**src/rtl/bp_stall_counter_ctrl.sv**
```systemverilog
// Stall-accounting controller: 32 saturating live counters (31 stall reasons + instret),
// a snapshot bank, and a host command/response port. Optional macro: BP_STALL_SNAPSHOT_CLEAR_EN.
module bp_stall_counter_ctrl #(
    parameter int cnt_width_p   = 32,
    parameter int num_reasons_p = 31,
    parameter int instret_idx_p = 31
) (
    input  logic                   clk_i,
    input  logic                   reset_i,
    input  logic                   freeze_i,
    input  logic                   stall_v_i,
    input  logic [4:0]             stall_reason_i,
    input  logic                   instret_i,
    input  logic                   cmd_v_i,
    input  logic [1:0]             cmd_op_i,
    input  logic [4:0]             cmd_addr_i,
    output logic                   cmd_ready_o,
    output logic                   resp_v_o,
    output logic [4:0]             resp_addr_o,
    output logic [cnt_width_p-1:0] resp_data_o,
    input  logic                   resp_yumi_i,
    output logic                   overflow_o,
    output logic                   busy_o
);

    localparam int num_cnt_lp = num_reasons_p + 1;
    localparam logic [4:0] num_reasons_lw = 5'(num_reasons_p);
    localparam logic [4:0] instret_idx_lw = 5'(instret_idx_p);
    localparam logic [4:0] last_idx_lw    = 5'(num_cnt_lp - 1);

    typedef logic [cnt_width_p-1:0] cnt_t;
    localparam cnt_t cnt_max_lp = '1;

    typedef enum logic [1:0] {e_idle, e_resp, e_dump} state_e;
    typedef enum logic [1:0] {e_op_read, e_op_snap, e_op_clear, e_op_dump} op_e;

    state_e     state_q, state_d;
    logic [4:0] idx_q, idx_d;
    logic       overflow_q, overflow_d;
    cnt_t       live_q [num_cnt_lp];
    cnt_t       live_d [num_cnt_lp];
    cnt_t       snap_q [num_cnt_lp];
    cnt_t       snap_d [num_cnt_lp];

    op_e        cmd_op;
    logic       cmd_accept;
    logic       take_snap;
    logic       clear_live;
    logic       inc_v;
    logic [4:0] inc_idx;

    assign cmd_op      = op_e'(cmd_op_i);
    assign cmd_ready_o = (state_q == e_idle);
    assign cmd_accept  = cmd_v_i & cmd_ready_o & ~reset_i;
    assign take_snap   = cmd_accept & ((cmd_op == e_op_snap) | (cmd_op == e_op_dump));

`ifdef BP_STALL_SNAPSHOT_CLEAR_EN
    assign clear_live  = cmd_accept & ((cmd_op == e_op_clear) | take_snap);
`else
    assign clear_live  = cmd_accept & (cmd_op == e_op_clear);
`endif

    // Single increment source per cycle; instret wins over a concurrent stall reason.
    always_comb begin
        // NOTE: every always_comb output gets a default first, so no path leaves it unassigned and no latch is inferred.
        inc_v   = 1'b0;
        inc_idx = '0;
        if (~reset_i & ~freeze_i) begin
            if (instret_i) begin
                inc_v   = 1'b1;
                inc_idx = instret_idx_lw;
            end else if (stall_v_i && (stall_reason_i < num_reasons_lw)) begin
                inc_v   = 1'b1;
                inc_idx = stall_reason_i;
            end
        end
    end

    // A clear on the same edge as an increment wins, so the counter reads 0 afterwards.
    always_comb begin
        overflow_d = overflow_q;
        for (int i = 0; i < num_cnt_lp; i++) begin
            live_d[i] = live_q[i];
        end
        if (clear_live) begin
            overflow_d = 1'b0;
            for (int i = 0; i < num_cnt_lp; i++) begin
                live_d[i] = '0;
            end
        end else if (inc_v) begin
            if (live_q[inc_idx] == cnt_max_lp) begin
                overflow_d = 1'b1;
            end else begin
                live_d[inc_idx] = live_q[inc_idx] + cnt_t'(1);
            end
        end
    end

    // Snapshot captures pre-increment live values.
    always_comb begin
        for (int i = 0; i < num_cnt_lp; i++) begin
            snap_d[i] = take_snap ? live_q[i] : snap_q[i];
        end
    end

    always_comb begin
        state_d = state_q;
        idx_d   = idx_q;
        case (state_q)
            e_idle: begin
                if (cmd_accept) begin
                    case (cmd_op)
                        e_op_read: begin
                            state_d = e_resp;
                            idx_d   = cmd_addr_i;
                        end
                        e_op_dump: begin
                            state_d = e_dump;
                            idx_d   = '0;
                        end
                        default: ;
                    endcase
                end
            end
            e_resp: begin
                if (resp_yumi_i) begin
                    state_d = e_idle;
                end
            end
            e_dump: begin
                if (resp_yumi_i) begin
                    if (idx_q == last_idx_lw) begin
                        state_d = e_idle;
                    end else begin
                        idx_d = idx_q + 5'd1;
                    end
                end
            end
            default: state_d = e_idle;
        endcase
    end

    always_ff @(posedge clk_i) begin
        // NOTE: sequential state uses non-blocking assignments only, so every flop samples pre-edge values.
        if (reset_i) begin
            state_q    <= e_idle;
            idx_q      <= '0;
            overflow_q <= 1'b0;
            // NOTE: the counter banks are flops rather than a RAM, so they can and must be reset to read 0.
            for (int i = 0; i < num_cnt_lp; i++) begin
                live_q[i] <= '0;
                snap_q[i] <= '0;
            end
        end else begin
            state_q    <= state_d;
            idx_q      <= idx_d;
            overflow_q <= overflow_d;
            live_q     <= live_d;
            snap_q     <= snap_d;
        end
    end

    assign resp_v_o    = (state_q != e_idle);
    assign busy_o      = (state_q != e_idle);
    assign resp_addr_o = idx_q;
    assign resp_data_o = snap_q[idx_q];
    assign overflow_o  = overflow_q;

endmodule
```
**config.mk**
```make
export PLATFORM = sky130hd
export DESIGN_NAME = bp_stall_counter_ctrl
export DESIGN_NICKNAME = d
export VERILOG_FILES = /design/src/rtl/bp_stall_counter_ctrl.sv
export SDC_FILE = /design/constraint.sdc
export NUM_CORES = 2
export LEC_CHECK = 0
export CAP_MARGIN = 15
export CORE_ASPECT_RATIO = 1.2
export CORE_MARGIN = 1
export CORE_UTILIZATION = 45
export DETAILED_ROUTE_END_ITERATION = 7
export SLEW_MARGIN = 20
export SYNTH_ARGS = -nofsm -noshare
export SYNTH_HDL_FRONTEND = slang
export SYNTH_SLANG_ARGS = --single-unit
```
**constraint.sdc**
```tcl
create_clock -name clk_i -period 9.6 [get_ports clk_i]
set_clock_uncertainty 0.2 [all_clocks]
set_input_delay 2.4 -clock clk_i [delete_from_list [all_inputs] [get_ports clk_i]]
set_output_delay 2.4 -clock clk_i [all_outputs]
set_load 0.03 [all_outputs]
```
==> summary.md <==
| Metric | Value |
|---|---|
| CTS Buf Count | `204` |
| Simple-Gate Fraction of Synth Area | `0.240` |
| Total negative slack | `0 ns` |
| CP max-delay cell | `clkdlybuf4s50_1` |
| Post-synthesis mux area share | `0.0942` |
| Vias | `81.3k` |
| Setup violations, final | `0` |
| Post-synthesis compound-gate area fraction | `0.154` |
| Pin count of the biggest net entering global routing | `268` |
| Share of cells above drive strength 1 | `0.130` |
| Root Driver | `clkbuf_16` |
| Worst-path cell chain | `clkdlybuf4s50_1 > nand4_1 > o211a_4 > buf_4 > nor2_1 > a2111oi_0 > nand4_1 > nor4_1 > nand3_1 > nor2_1 > buf_4 > nand4b_1 > xnor2_2 > buf_4 > a211oi_1` |
| Status | `finished, final reports clean` |
| Crit path DAT | `9.40 ns` |
| Gate Count Post-Synth | `9783` |
| Clock Latency Late Sink | `0.89 ns` |
| NumNets Final | `9476` |
| Min Tclk post-route | `8.90 ns` |
| Yosys reg bits | `2056` |
| Crit-path most repeated cell | `buf_4` |
| Post-CTS Setup Repair Bufs | `0` |
| Initial core utilization | `0.453` |
| Syn avg cell area | `9.16 um^2` |
| Seq/Total Area, Yosys | `0.459` |
| Post-route ant nets | `0` |
| Maximum buffer depth of the clock tree | `3` |
| Syn-to-layout area delta | `12.4%` |
| Worst setup SP type | `primary input` |
| GP Congestion | `0.996` |
| CTS resizes | `0` |
| Warnings, synthesis | `0` |
| Vias in the first global route | `76.7k` |
| R2R Setup Slk | `3.81 ns` |
| Worst hold-check path type | `reg2reg` |
| Die X | `409 um` |
| Synth unique cells | `89` |
| Sinks on Clock Net | `2056` |
| FP Rows | `179` |
| GRT Residual Overflow | `0` |
| Via/cell ratio | `6.63` |
| Leakage Power | `0.0383 uW` |
| Core box area | `198000 um^2` |
| Final Slew Violations | `0` |
| Port bufs | `59` |
| Max incr delay on CP | `0.89 ns` |
| Post-CTS Hold Fix Bufs | `0` |
| Per-cell routed wire length | `31.5 um` |
| Critical-path maximum fanout | `31` |
| Final Hold Fails | `0` |
| Critical path class | `in2reg` |
| Post-Synth Adder-Cell Area | `0.000419` |
| First-pass GRT wire length | `550 mm` |
| Total Routing Usage GR | `0.371` |
| Final Power | `18500 uW` |
| Least-Margin Pin Slew | `1.29 ns` |
| Xor and xnor fraction of the mapped netlist area | `0.00293` |
| Max-cap violations | `0` |
| Initial drt markers | `12.0k` |
| Fin crit share | `0.927` |
| TritonRoute pass-1 iters | `7` |
| Post-synthesis cell area | `89600 um^2` |
| Worst relative slew slack | `0.139` |
| CP endpoint kind | `register` |
| Synthesized net count | `9805` |
| # IOs | `60` |
| Initial antenna violation count | `18` |
| H-tree levels | `4` |
| Die height | `491 um` |
| Main combinational cell family by area after synthesis | `simple AND/OR/NAND/NOR gates` |
| Power per cell area | `184 nW/um^2` |
| CP required | `10.10 ns` |
| VDD IR-drop max | `222 uV` |
| RSZ-0062 raised after global routing | `false` |
| TritonCTS clock tree | `done` |
| Asr flop ratio synth | `0` |
| DIE AREA | `201000 um^2` |
| Post-synth EDFFs | `0` |
| DRC viols | `0` |
| Clock slew at reported path FFs | `0.06 ns` |
| Post-DP HPWL | `235 mm` |
| Fmax | `112 MHz` |
| Routed WL | `386 mm` |
| Synth Flop Type | `dfxtp_1` |
-- worst paths after layout --
kind                                                from                  endpoint  cells past startpoint
worst min register to register  live_q[197]$_SDFFE_PP0P_  snap_q[197]$_SDFFE_PP0P_                      2
worst max register to register  live_q[597]$_SDFFE_PP0P_  live_q[164]$_SDFFE_PP0P_                     14
worst min-delay path            live_q[197]$_SDFFE_PP0P_  snap_q[197]$_SDFFE_PP0P_                      2
worst max-delay path                   stall_reason_i[3]   live_q[25]$_SDFFE_PP0P_                     15
-- power by group --
group / leakage (uW) / switching [uW] / internal [uW]
logic: 0.0183 / 1080 / 410
registers: 0.0166 / 54.4 / 8550
clock network: 0.00344 / 3580 / 4830
total: 0.0383 / 4720 / 13800
-- cell usage after synthesis (133+ instances only) --
master	n	area share
a211oi_1	141	0.012
a21oi_1	264	0.015
buf_2	153	0.0085
clkbuf_1	730	0.031
dfxtp_1	2056	0.46
mux4_2	320	0.080
nand2_1	2226	0.093
nand3_1	346	0.019
nand3b_1	1024	0.086
nor2_1	146	0.0061
nor3b_1	155	0.013
o211ai_1	133	0.011
o21ai_0	489	0.027
o22ai_1	212	0.015
o2bb2ai_1	307	0.030
-- metrics by stage --
stage	area (um^2)	hold slack [ns]	utilization	setup WS, ns	instances
5_1_grt	101000	0.264	0.509	0.914	12200
2_1_floorplan	89600	0.223	-	2.11	9783
4_1_cts	101000	0.246	0.509	1.18	12200
3_5_place_dp	93700	0.237	0.474	0.287	11900
6_report	101000	0.242	0.509	0.700	12300
3_3_place_gp	93700	0.235	0.473	0.430	11900
-- worst max-delay path, delay by kind of cell --
kind	cells	cell delay [ns]
AND/OR/NAND/NOR	7	3.22
XOR/XNOR	1	0.32
buffers and inverters	4	2.10
AO/OA/AOI/OAI	3	1.30
-- cell families (layout without fill, tap and decap cells) --
group / Yosys count / after routing
adders and majority gates: 3 / 3
AOI/OAI and AO/OA: 2025 / 2025
buffers and inverters: 1055 / 893
and+or+nand+nor: 4175 / 4175
xor gates and xnor gates: 30 / 30
other: 0 / 9
DFF: 2056 / 2056
muxes: 439 / 439
-- metal layers --
metal	track usage	vias to the layer above	share of wire
met5	0	-	0.00020
met4	0.226	14	0.071
met3	0.111	1376	0.13
met2	0.534	5620	0.42
met1	0.487	39800	0.38
li1	-	34400	-
-- layout by cell type, fill, tap and decap left out, drive strengths merged, types with 58 or more instances in the layout --
cell / netlist / final
o22a: 61 / 61
a211oi: 141 / 141
nor3b: 156 / 156
o22ai: 212 / 212
mux4: 320 / 320
o21ai: 596 / 596
nand4b: 58 / 58
o211ai: 133 / 133
clkbuf: 730 / 299
a21oi: 264 / 264
dfxtp: 2056 / 2056
nand3b: 1024 / 1024
mux2i: 86 / 86
o221ai: 68 / 68
nor2: 147 / 147
buf: 277 / 417
o2bb2ai: 307 / 307
nand2: 2226 / 2226
nand3: 347 / 347
-- final cells by class --
class / instances / area [um^2]
fillers: 18200 / 97200
multi-input cells: 6672 / 44700
flip-flops and latches: 2056 / 41200
clock buffers: 299 / 6080
repair buffers: 472 / 4460
well taps: 2624 / 3280
clock inverters: 74 / 873
inverters: 48 / 180
diodes: 9 / 22.5
-- state kept, by name, summed over array words and instances (netlist names) --
register	cells
live_q	1024
snap_q	1024
resp_addr_o	5
state_q	2
overflow_o	1
Note: power is estimated with default switching activity, not from simulation.
